**config.mk**
```make
export PLATFORM = sky130hd
export DESIGN_NAME = fetch_mem_ctrl
export DESIGN_NICKNAME = d
export VERILOG_FILES = /design/src/rtl/fetch_mem_ctrl.sv
export SDC_FILE = /design/constraint.sdc
export NUM_CORES = 1
export LEC_CHECK = 0
export ABC_AREA = 0
export BUFFER_PORTS_ARGS = -buffer_cell sky130_fd_sc_hd__buf_2
export CORE_MARGIN = 2
export CORE_UTILIZATION = 45
export CTS_CLUSTER_SIZE = 30
export DETAILED_ROUTE_END_ITERATION = 8
export PLACE_DENSITY = 0.75
export SYNTH_ARGS = -nofsm -noshare
export SYNTH_HDL_FRONTEND = slang
export SYNTH_SLANG_ARGS = --single-unit
export TNS_END_PERCENT = 30
```
**constraint.sdc**
```tcl
create_clock -name CLOCK -period 2.15 [get_ports CLOCK]
set_clock_uncertainty 0.15 [all_clocks]
set_input_delay 0.1075 -clock CLOCK [delete_from_list [all_inputs] [get_ports CLOCK]]
set_output_delay 0.1075 -clock CLOCK [all_outputs]
set_load 0.005 [all_outputs]
```
**src/rtl/fetch_mem_ctrl.sv**
```systemverilog
// Front-end sequencer for a 32x8 single-port unified RAM: instruction fetch
// into IR plus load/store service from execute, data taking priority.
module fetch_mem_ctrl #(
    parameter int unsigned       AW       = 5,
    parameter int unsigned       DW       = 8,
    parameter logic [AW-1:0]     RESET_PC = '0
) (
    input  logic          CLOCK,
    input  logic          RESET_N,
    input  logic          init,
    output logic [AW-1:0] mem_addr,
    output logic [DW-1:0] mem_d,
    output logic          mem_we,
    input  logic [DW-1:0] mem_q,
    output logic [DW-1:0] ir,
    output logic          ir_valid,
    input  logic          ir_ready,
    output logic [AW-1:0] pc_ir,
    input  logic          jmp_valid,
    input  logic [AW-1:0] jmp_addr,
    input  logic          d_req,
    input  logic          d_we,
    input  logic [AW-1:0] d_addr,
    input  logic [DW-1:0] d_wdata,
    output logic          d_gnt,
    output logic [DW-1:0] d_rdata,
    output logic          d_rvalid
);

    typedef enum logic [2:0] {
        S_IDLE  = 3'd0,
        S_F_MEM = 3'd1,
        S_F_CAP = 3'd2,
        S_D_MEM = 3'd3,
        S_D_CAP = 3'd4,
        S_D_WR  = 3'd5
    } state_e;

    state_e        state_q;
    logic [AW-1:0] pc_q;
    logic [AW-1:0] mem_addr_q;
    logic [DW-1:0] mem_d_q;
    logic          mem_we_q;
    logic [DW-1:0] ir_q;
    logic [AW-1:0] pc_ir_q;
    logic          ir_valid_q;
    logic [DW-1:0] d_rdata_q;
    logic          d_rvalid_q;
    logic          fetch_slot;
    logic          fetch_busy;

    // Data requests are accepted only from IDLE and never while the RAM image loads
    assign d_gnt = !init && (state_q == S_IDLE) && d_req;

    // Fetch may issue when IR is free or being consumed this edge; a jump this
    // cycle holds it off so the issued address and the captured pc agree
    assign fetch_slot = !jmp_valid && (!ir_valid_q || ir_ready);
    assign fetch_busy = (state_q == S_F_MEM) || (state_q == S_F_CAP);

    // Sequencer: state, PC, RAM port, IR and load-response registers
    always_ff @(posedge CLOCK or negedge RESET_N) begin
        if (!RESET_N) begin
            state_q    <= S_IDLE;
            pc_q       <= RESET_PC;
            mem_addr_q <= '0;
            mem_d_q    <= '0;
            mem_we_q   <= 1'b0;
            ir_q       <= '0;
            pc_ir_q    <= '0;
            ir_valid_q <= 1'b0;
            d_rdata_q  <= '0;
            d_rvalid_q <= 1'b0;
        end else if (init) begin
            state_q    <= S_IDLE;
            pc_q       <= RESET_PC;
            mem_we_q   <= 1'b0;
            ir_valid_q <= 1'b0;
            d_rvalid_q <= 1'b0;
        end else begin
            mem_we_q   <= 1'b0;
            d_rvalid_q <= 1'b0;
            if (ir_valid_q && ir_ready) begin
                ir_valid_q <= 1'b0;
            end
            case (state_q)
                S_IDLE: begin
                    if (d_req) begin
                        mem_addr_q <= d_addr;
                        if (d_we) begin
                            mem_d_q  <= d_wdata;
                            mem_we_q <= 1'b1;
                            state_q  <= S_D_WR;
                        end else begin
                            state_q  <= S_D_MEM;
                        end
                    end else if (fetch_slot) begin
                        mem_addr_q <= pc_q;
                        state_q    <= S_F_MEM;
                    end
                end
                S_F_MEM: state_q <= S_F_CAP;
                S_F_CAP: begin
                    if (!jmp_valid) begin
                        ir_q       <= mem_q;
                        pc_ir_q    <= pc_q;
                        ir_valid_q <= 1'b1;
                        pc_q       <= pc_q + AW'(1);
                    end
                    state_q <= S_IDLE;
                end
                S_D_MEM: state_q <= S_D_CAP;
                S_D_CAP: begin
                    d_rdata_q  <= mem_q;
                    d_rvalid_q <= 1'b1;
                    state_q    <= S_IDLE;
                end
                S_D_WR:  state_q <= S_IDLE;
                default: state_q <= S_IDLE;
            endcase
            // Redirect wins over fetch capture and IR consumption; data ops run on
            if (jmp_valid) begin
                pc_q       <= jmp_addr;
                ir_valid_q <= 1'b0;
                if (fetch_busy) begin
                    state_q <= S_IDLE;
                end
            end
        end
    end

    assign mem_addr = mem_addr_q;
    assign mem_d    = mem_d_q;
    assign mem_we   = mem_we_q;
    assign ir       = ir_q;
    assign pc_ir    = pc_ir_q;
    assign ir_valid = ir_valid_q;
    assign d_rdata  = d_rdata_q;
    assign d_rvalid = d_rvalid_q;

endmodule
```
==> results.yml <==
run_status:
  outcome: "finished clean"
floorplan:
  die_x_um: 71.7
  num_rows: 24
  initial_core_util_pct: 47.1
  ios: 71
  coreArea_um2: 4380
  die_y_um: 71.7
  design.die.area_um2: 5140
power:
  switchingPower_uw: 678
  p_per_area_nw_per_um2: 888
  sequentialPowerShare_pct: 46.9
  p_leak_uw: 0.00140
  swShare_pct: 26.3
  ir_drop_mv: 0.405
  pwr-share-comb_pct: 27.8
  cell_internal_pwr_uw: 1900
  clkPwrFrac_pct: 25.4
clocking:
  cts.sinks: 45
  root_buffer: "clkbuf_8"
  cts_max_path_buffers: 2
  cts_max_level: 2
  ctsHoldBuffers: 29
  postCtsSetupRepairBufs: 0
  clk_latency_ns: 0.28
  cts_tree: "built"
  cts_made_buffers: 5
  cts_resized: 0
  clkTransAtPathRegs_ns: 0.08
critical_path:
  crit_required_ns: 2.18
  path_max_fanout: 13
  critPathKind: "register to register"
  endpoint_kind: "register"
  critPathLaunchType: "register"
  crit_arrival_ns: 1.99
  reg2reg_depth: 4
timing:
  max_slew.worst_pin.slew_ns: 0.544
  setup_tns_ns: 0
  fin_crit_sh_pct: 91.1
  setup_viol: 0
  hold_viol: 0
  grt_setup_unrepaired: "false"
  slew_headroom_pct: 63.7
  drv_slew: 0
  fmax_ghz: 0.511
  period_needed_ns: 1.96
synthesis:
  synth_top_area_share_pct: 54.6
  synth.distinct_cells: 33
  yosys-top-cells-count: "dfrtp_1, mux2_2, nor2b_1, mux2_4, clkbuf_1"
  synth_top_area_cell: "dfrtp_1"
  async_reset_ff_share_pct: 100
  synth.avg_cell_area_um2: 12.6
  synth.yosys.warnings: 0
  ys_top_cells_by_area: "dfrtp_1, mux2_2, mux2_4, nor2b_1, o41a_1"
  synth_edf_count: 0
  synth_seq_cells: 45
  syn_inst: 164
  netlist_area_um2: 2060
  ys_seq_area_share_pct: 54.6
  synth_fp_nets: 198
  yosysMostFrequentCell: "dfrtp_1"
  ys.flop_type: "dfrtp_1"
drt:
  drcViolationCount: 0
  first_iter_violations: 38
  firstDrtPassIters: 4
  vias: 1689
  drt-vias-per-instance: 5.29
  wl_mm: 4.81
  antenna_left: 0
  avgRoutedWirePerCell_um: 15.1
finish:
  final_net_count: 300
  n_fill_cell: 357
  num_antenna_cells: 0
  syn2layout_area_growth_pct: 40.6
  drive_gt1_share_pct: 44.2
  final_cell_area_um2: 2900
grt:
  grt_max_degree: 25
  antenna_found_initial: 0
  overflow: 0
  grt_pass1_vias: 1679
  grtUsageTotal_pct: 19.4
  grt_pass1_wl_mm: 7.88
placed_design:
  io_buffers: 70
  routabilityCongestion: 0.805
  placed_area_um2: 2490
  post-dp-hpwl_mm: 3.23
job:
  maxCapViolCount: 0
worst_hold_path:
  hold_path.class: "input port to register"
  hold_path_depth: 4
-- cell families after synthesis --
logic type	Yosys count	share of synthesized area, %
AOI/OAI and AO/OA	27	9.46
buffers and inverters	16	3.46
and+or+nand+nor	45	13.8
adders and majority gates	1	0.606
DFF	45	54.6
muxes	29	17.6
xor gates and xnor gates	1	0.425
-- through the flow --
stage	worst slack (ns)	power (µW)	std cells	utilization (%)	hold WS (ns)
floorplan	0.148	1560	164	-	-0.338
global placement	0.241	1880	282	56.8	-0.0322
detailed placement	0.206	1900	282	56.8	-0.0199
CTS	0.188	2600	319	66.2	0.0792
global route	0.0792	2730	319	66.2	0.0919
finish	0.192	2580	319	66.2	0.0884
-- cells in the final DEF (no fill, tap or decap), drive strengths merged, types with 2 or more instances in the layout --
master	count
nand4	5
nor4	2
mux2	29
nor2b	12
o21ai	7
nand2	2
o41a	5
a21oi	3
nand3	7
a31oi	5
nor3b	2
clkbuf	6
dlygate4sd3	29
buf	80
nor2	4
dfrtp	45
inv	2
or3	3
a311oi	3
a211oi	3
-- power groups by stage --
stage / clock (µW) / sequential [µW] / combinational (µW)
detailed placement: 0 / 1220 / 679
finish: 653 / 1210 / 715
global route: 706 / 1240 / 783
CTS: 674 / 1210 / 721
floorplan: 0 / 1220 / 340
global placement: 0 / 1220 / 659
-- metal layers --
layer	vias to the layer above	share of wire, %	track usage [%]
met5	-	0	0
met1	821	46	26.7
met4	0	1.2	5.66
met3	6	4.9	4.50
li1	808	-	-
met2	54	47	30.9
-- final cells by class --
cell class,instances,area [µm²],area share (%)
flip-flops and latches,45,1130,38.8
inverters,2,7.51,0.259
repair buffers,109,716,24.7
multi-input cells,103,866,29.9
clock inverters,2,37.5,1.29
well taps,52,65.1,2.24
clock buffers,6,82.6,2.85
-- registers in the layout (all words and copies together), names as in the netlist --
signal and cells:
d_rdata 8, d_rvalid 1, ir 8, ir_valid 1
mem_addr 5, mem_d 8, mem_we 1, pc_ir 5
pc_q 5, state_q 3
-- critical path, stage by stage, from the launching register on --
cell	delay (ns)
dfrtp_1	0.45
or3b_1	0.41
or3_1	0.31
buf_4	0.22
mux2_4	0.32
-- final timing paths --
path | from | to | slack [ns]
worst max-delay path | state_q[2] | ir[7] | 0.19
worst min-delay path | ir_ready | mem_addr[0] | 0.09
worst max register to register | state_q[2] | ir[7] | 0.19
worst min register to register | d_rdata[5] | d_rdata[5] | 0.36
max in group asynchronous | RESET_N | pc_q[3] | 1.10
min in group asynchronous | RESET_N | mem_we | 0.18
Note: power is estimated with default switching activity, not from simulation.
